`src/rtl/fetch_pkg.sv`:
```
// fetch_pkg: shared FSM encoding, default geometry and derived-size helpers
// for the instruction-fetch sequencer.
package fetch_pkg;

  localparam int          DEF_ADDR_W     = 32;
  localparam int          DEF_LINE_WORDS = 4;
  localparam logic [31:0] DEF_RESET_PC   = 32'h0000_0000;

  typedef enum logic [1:0] {
    ST_RUN    = 2'd0,
    ST_REFILL = 2'd1,
    ST_RELOOK = 2'd2
  } fetch_state_e;

  // Bytes covered by one cache line (LINE_BYTES).
  function automatic int line_bytes(input int line_words);
    return 4 * line_words;
  endfunction

  // Width of the word index within a line (IDX_W).
  function automatic int idx_width(input int line_words);
    return (line_words > 1) ? $clog2(line_words) : 1;
  endfunction

endpackage

```
`src/rtl/line_refill.sv`:
```
// line_refill: walks one cache line from word 0 upward, requesting each word
// from instruction memory and forwarding every acknowledged beat to the icache.
module line_refill
  import fetch_pkg::*;
#(
  parameter  int ADDR_W     = DEF_ADDR_W,
  parameter  int LINE_WORDS = DEF_LINE_WORDS,
  localparam int IDX_W      = idx_width(LINE_WORDS)
) (
  input  logic              clk,
  input  logic              reset,
  input  logic              start,
  input  logic              active,
  input  logic [ADDR_W-1:0] base_addr,
  input  logic              mem_ack,
  input  logic [31:0]       mem_data,
  output logic              mem_req,
  output logic [ADDR_W-1:0] mem_addr,
  output logic              fill_we,
  output logic [IDX_W-1:0]  fill_idx,
  output logic [31:0]       fill_data,
  output logic [ADDR_W-1:0] fill_tag_addr,
  output logic              done
);

  logic [ADDR_W-1:0] base_q, base_d;
  logic [IDX_W-1:0]  cnt_q, cnt_d;
  logic              beat;

  // An ack only counts while a refill is actually in flight.
  assign beat = active & mem_ack;

  always_comb begin
    base_d = base_q;
    cnt_d  = cnt_q;
    if (start) begin
      base_d = base_addr;
      cnt_d  = '0;
    end else if (beat) begin
      cnt_d = cnt_q + 1'b1;
    end
  end

  always_ff @(posedge clk) begin
    if (reset) begin
      base_q <= '0;
      cnt_q  <= '0;
    end else begin
      base_q <= base_d;
      cnt_q  <= cnt_d;
    end
  end

  assign mem_req       = active;
  assign mem_addr      = base_q + (ADDR_W'(cnt_q) << 2);
  assign fill_we       = beat;
  assign fill_idx      = cnt_q;
  assign fill_data     = mem_data;
  assign fill_tag_addr = base_q;
  assign done          = beat && (cnt_q == IDX_W'(LINE_WORDS - 1));

endmodule

```
`src/rtl/fetch_ctrl.sv`:
```
// fetch_ctrl: instruction-fetch sequencer owning the PC, the IF/ID valid/PC
// pair and the miss -> refill -> re-lookup FSM. Miss counter: FETCH_PERF_CNT_EN.
module fetch_ctrl
  import fetch_pkg::*;
#(
  parameter  int                ADDR_W     = DEF_ADDR_W,
  parameter  int                LINE_WORDS = DEF_LINE_WORDS,
  parameter  logic [ADDR_W-1:0] RESET_PC   = ADDR_W'(DEF_RESET_PC),
  localparam int                IDX_W      = idx_width(LINE_WORDS)
) (
  input  logic              clk,
  input  logic              reset,
  input  logic              stall,
  input  logic              PCSrc,
  input  logic [ADDR_W-1:0] addr_branch,
  input  logic              hit,
  output logic [ADDR_W-1:0] lookup_addr,
  output logic              mem_req,
  output logic [ADDR_W-1:0] mem_addr,
  input  logic              mem_ack,
  input  logic [31:0]       mem_data,
  output logic              fill_we,
  output logic [IDX_W-1:0]  fill_idx,
  output logic [31:0]       fill_data,
  output logic [ADDR_W-1:0] fill_tag_addr,
  output logic              valid_out,
  output logic [ADDR_W-1:0] pc_out,
  output logic [31:0]       miss_count
);

  localparam int                LINE_BYTES = line_bytes(LINE_WORDS);
  localparam logic [ADDR_W-1:0] WORD_MASK  = ~ADDR_W'(3);
  localparam logic [ADDR_W-1:0] LINE_MASK  = ~ADDR_W'(LINE_BYTES - 1);

  fetch_state_e      state_q, state_d;
  logic [ADDR_W-1:0] pc_q, pc_d;
  logic [ADDR_W-1:0] pc_out_q, pc_out_d;
  logic [ADDR_W-1:0] redirect_addr_q, redirect_addr_d;
  logic              valid_q, valid_d;
  logic              redirect_pend_q, redirect_pend_d;
  logic [ADDR_W-1:0] branch_tgt;
  logic              refill_start;
  logic              refill_active;
  logic              refill_done;

  assign branch_tgt    = addr_branch & WORD_MASK;
  assign refill_active = (state_q == ST_REFILL);

  // A redirect always wins; in RUN it squashes, during a refill it is parked
  // until the line is complete, and in RELOOK it beats any parked redirect.
  always_comb begin
    state_d         = state_q;
    pc_d            = pc_q;
    pc_out_d        = pc_out_q;
    valid_d         = valid_q;
    redirect_pend_d = redirect_pend_q;
    redirect_addr_d = redirect_addr_q;
    refill_start    = 1'b0;
    case (state_q)
      ST_RUN: begin
        if (PCSrc) begin
          pc_d    = branch_tgt;
          valid_d = 1'b0;
        end else if (stall) begin
          pc_d = pc_q;
        end else if (!hit) begin
          refill_start = 1'b1;
          valid_d      = 1'b0;
          state_d      = ST_REFILL;
        end else begin
          valid_d  = 1'b1;
          pc_out_d = pc_q;
          pc_d     = pc_q + ADDR_W'(4);
        end
      end
      ST_REFILL: begin
        valid_d = 1'b0;
        if (PCSrc) begin
          redirect_pend_d = 1'b1;
          redirect_addr_d = branch_tgt;
        end
        if (refill_done) begin
          state_d = ST_RELOOK;
        end
      end
      ST_RELOOK: begin
        redirect_pend_d = 1'b0;
        if (PCSrc) begin
          pc_d = branch_tgt;
        end else if (redirect_pend_q) begin
          pc_d = redirect_addr_q;
        end
        state_d = ST_RUN;
      end
      default: begin
        state_d = ST_RUN;
      end
    endcase
  end

  always_ff @(posedge clk) begin
    if (reset) begin
      state_q         <= ST_RUN;
      pc_q            <= RESET_PC;
      pc_out_q        <= '0;
      valid_q         <= 1'b0;
      redirect_pend_q <= 1'b0;
      redirect_addr_q <= '0;
    end else begin
      state_q         <= state_d;
      pc_q            <= pc_d;
      pc_out_q        <= pc_out_d;
      valid_q         <= valid_d;
      redirect_pend_q <= redirect_pend_d;
      redirect_addr_q <= redirect_addr_d;
    end
  end

  line_refill #(
    .ADDR_W     (ADDR_W),
    .LINE_WORDS (LINE_WORDS)
  ) u_line_refill (
    .clk           (clk),
    .reset         (reset),
    .start         (refill_start),
    .active        (refill_active),
    .base_addr     (pc_q & LINE_MASK),
    .mem_ack       (mem_ack),
    .mem_data      (mem_data),
    .mem_req       (mem_req),
    .mem_addr      (mem_addr),
    .fill_we       (fill_we),
    .fill_idx      (fill_idx),
    .fill_data     (fill_data),
    .fill_tag_addr (fill_tag_addr),
    .done          (refill_done)
  );

  assign lookup_addr = pc_q;
  assign valid_out   = valid_q;
  assign pc_out      = pc_out_q;

`ifdef FETCH_PERF_CNT_EN
  logic [31:0] miss_cnt_q, miss_cnt_d;

  // Counts RUN->REFILL transitions, sticking at all-ones.
  always_comb begin
    miss_cnt_d = miss_cnt_q;
    if (refill_start && (miss_cnt_q != 32'hFFFF_FFFF)) begin
      miss_cnt_d = miss_cnt_q + 32'd1;
    end
  end

  always_ff @(posedge clk) begin
    if (reset) begin
      miss_cnt_q <= '0;
    end else begin
      miss_cnt_q <= miss_cnt_d;
    end
  end

  assign miss_count = miss_cnt_q;
`else
  assign miss_count = '0;
`endif

endmodule

```
`config.mk`:
```
export PLATFORM = sky130hd
export DESIGN_NAME = fetch_ctrl
export DESIGN_NICKNAME = d
export VERILOG_FILES = /design/src/rtl/fetch_pkg.sv /design/src/rtl/line_refill.sv /design/src/rtl/fetch_ctrl.sv
export SDC_FILE = /design/constraint.sdc
export NUM_CORES = 1
export LEC_CHECK = 0
export ABC_AREA = 1
export CORE_AREA = 3 3 123 125
export DETAILED_ROUTE_END_ITERATION = 7
export DIE_AREA = 0 0 126 128
export PLACE_DENSITY = 0.91
export SYNTH_ARGS = -nofsm -noshare
export SYNTH_HDL_FRONTEND = slang
export SYNTH_SLANG_ARGS = --single-unit
```
`constraint.sdc`:
```
create_clock -name clk -period 4.45 [get_ports clk]
set_input_delay 0.445 -clock clk [delete_from_list [all_inputs] [get_ports clk]]
set_output_delay 0.445 -clock clk [all_outputs]
set_load 0.1 [all_outputs]
```
==> results.toml <==
[power_and_ir_drop]
peakVddDrop_mv = 0.281
clock_power_share_pct = 38.4
power_frac_seq_pct = 33.6
combPwrFrac_pct = 28.0
finalPower_uw = 3760
internal_power_uw = 2360
power.density_mw_per_mm2 = 451
power.switching_uw = 1410
p_leak_uw = 0.00325
swShare_pct = 37.3

[critical_path]
crit_slowest_cell = "clkdlybuf4s50_1"
reg2reg_to = "redirect_addr_q[19]"
rr_worst_depth = 5
worstPathArrival_ps = 2530
required_ps = 4010
r2r_setup_slack_ps = 2120
worstSetupStartpointType = "flop"
path_class = "flop to output pin"
path_max_fanout = 29
critPathMaxStageDelay_ps = 1210
r2r-start = "state_q[0]"
worstPathCellList = "inv_2 > nor2_1 > buf_4 > clkdlybuf4s50_1"
cp-end-kind = "output pin"

[worst_hold_path]
hold_depth = 2
hold_path_end = "pc_out[19]"
min-delay-start = "pc_out[19]"
hold_path_class = "flop to flop"

[floorplanning]
io-pin-count = 267
core_region_area_sq_mm = 0.0140
num_rows = 43
die-area_sq_mm = 0.0161
die_w_microns = 126
die_h_microns = 128
initial_core_util_pct = 48.0

[finish]
diodes = 0
drive_above_1_share_pct = 6.90
finalNonFillerCells = 1223
regArea_sq_mm = 0.00248
mostFrequentLayoutCells = "164 x nand2_1, 158 x clkdlybuf4s50_1, 124 x dfxtp_1"
multiInputGateArea_sq_mm = 0.00305
area_delta_synth_final_pct = 24.3
utilization_pct = 59.7
mostFrequentLayoutCell = "nand2_1"
fin_nets = 1104
fill_cells = 1295

[placed_design]
place_ws_ps = 1540
dpl.hpwl_microns = 13500
gp_congestion = 0.911
dp.cells = 1193
numPortBuffers = 158

[synth]
syn_avg_cell_area_sq_um = 6.98
synth_top_cell_area_share_pct = 37.0
synth.area.top_cells = "dfxtp_1 37%, buf_4 12%, nand2_1 9.2%, a21oi_1 8.1%, o21ai_0 6.1%"
yosysTopAreaCell = "dfxtp_1"
synth_edf_count = 0
ys_types = 38
synth_seq_cells = 124
synthFlopType = "dfxtp_1"
synthCells = 962
ys_seq_area_share_pct = 37.0
netlist_area_sq_mm = 0.00671
synth-async-reset-ratio_pct = 0
synth_warnings = 0

[sta]
setup_viol = 0
finalClockSkew_ps = 6.25
relSlewSlack_pct = 25.5
timing.final.crit_share_pct = 66.8
fin_crit_ps = 2970
final_max_slew_viol_count = 0
rsz0062_at_grt = "false"
tightest_slew_ps = 1110
fin_ws_ps = 1480
fmax_ghz = 0.336
tns_ps = 0
timing_hold_violations_final = 0

[clocking]
clock_latency_ps = 410
clk_pin_slew_ps = 50
cts_setup_buffers = 0
cts_buffers = 17
cts.sinks = 124
hold_buffers = 0
h-tree-depth = 4
cts-root-buf = "clkbuf_16"
cts_resized = 0
clockBufferDepth = 2
tritoncts = "built"

[detailed_routing]
wl_met1_microns = 8010
routedWlPerCell_microns = 15.7
wirelength_microns = 19300
wl_met2_microns = 8850
top_layer = "met4"
drtAntennaViolNets = 0
dr.pass1.iters = 5
remaining_drc_errors = 0
vias_per_cell = 5.30
met3_length_microns = 1930
dr.first_iter.drc_count = 732
dr_total_vias = 6478

[global_route]
overflow = 0
grt_first_pass_wirelength_microns = 30400
grt_usage_pct = 23.5
antenna_found_initial = 0
grt_pass1_vias = 5893
grt_max_degree = 76

[status]
status = "finished clean"

[run]
maxCapViolations = 0
state kept, by name, indices dropped and copies added, names as in the netlist:
register and flops:
lookup_addr 30, pc_out 30, redirect_addr_q 30, redirect_pend_q 1, state_q 2, u_line_refill.fill_idx 2
u_line_refill.fill_tag_addr 28, valid_out 1
layer usage:
layer  track usage, %  vias to the layer above
met2             37.6                      373
met1             31.4                     2938
met3             5.50                       44
li1                 -                     3123
met4             8.45                        0
met5                0                        -
layout make-up:
type | count | area share, %
clock inverter | 7 | 1.65
timing repair buffer | 165 | 19.6
sequential | 124 | 29.7
tap | 180 | 2.70
inverter | 88 | 4.02
clock buffer | 23 | 5.73
multi-input combinational | 636 | 36.6
power groups by stage:
stage	Combinational, uW	Clock, uW	Sequential (uW)
after floorplan	641	0	1630
after global placement	1040	0	1280
final	1060	1440	1260
after CTS	1050	1460	1260
after global routing	1100	1520	1270
after detailed placement	1050	0	1280
worst max path at each step:
stage,endpoint,from,cells after the start
2_1_floorplan,lookup_addr[22],lookup_addr[3],10
3_3_place_gp,lookup_addr[30],PCSrc,8
3_5_place_dp,pc_out[6],PCSrc,5
4_1_cts,mem_req,state_q[0],4
5_1_grt,mem_req,state_q[0],4
6_report,mem_req,state_q[0],4
synth_stat cells, types with 2 or more instances:
cell type / number
a221oi_1: 11
clkbuf_1: 33
inv_2: 4
nor3_1: 8
nand3b_1: 3
o211ai_1: 2
nor2_1: 94
inv_1: 83
nand2_2: 4
nand2_4: 2
xor2_1: 4
nand2_1: 164
nand4_1: 6
nand3_1: 63
o21ai_0: 82
o21bai_1: 3
ha_1: 2
dfxtp_1: 124
xnor2_1: 2
nor2_4: 6
o21ai_1: 7
or2_2: 3
a21oi_1: 109
nor2_2: 8
buf_4: 107
nand3_2: 2
a21oi_2: 2
buf_2: 14
through the flow:
stage,hold WS [ps],area [sq um]
final,443,8350
after global routing,462,8350
after CTS,445,8350
after detailed placement,437,7730
after global placement,431,7730
after floorplan,425,6870
cell families (layout without fill, tap and decap cells):
group | Yosys count | after routing | synth area share (%)
and+or+nand+nor | 367 | 367 | 24.4
buffers and inverters | 243 | 283 | 20.0
AOI/OAI and AO/OA | 219 | 219 | 17.4
DFF | 124 | 124 | 37.0
xor gates and xnor gates | 6 | 6 | 0.783
adders and majority gates | 2 | 2 | 0.373
other | 1 | 42 | 0.0559
critical path, delay by kind of cell (launching register included):
| kind | cells | cell delay [ps] |
|---|---|---|
| buffers and inverters | 3 | 1610 |
| DFF | 1 | 380 |
| and+or+nand+nor | 1 | 120 |
No activity file was read; power rests on OpenSTA's default activity.
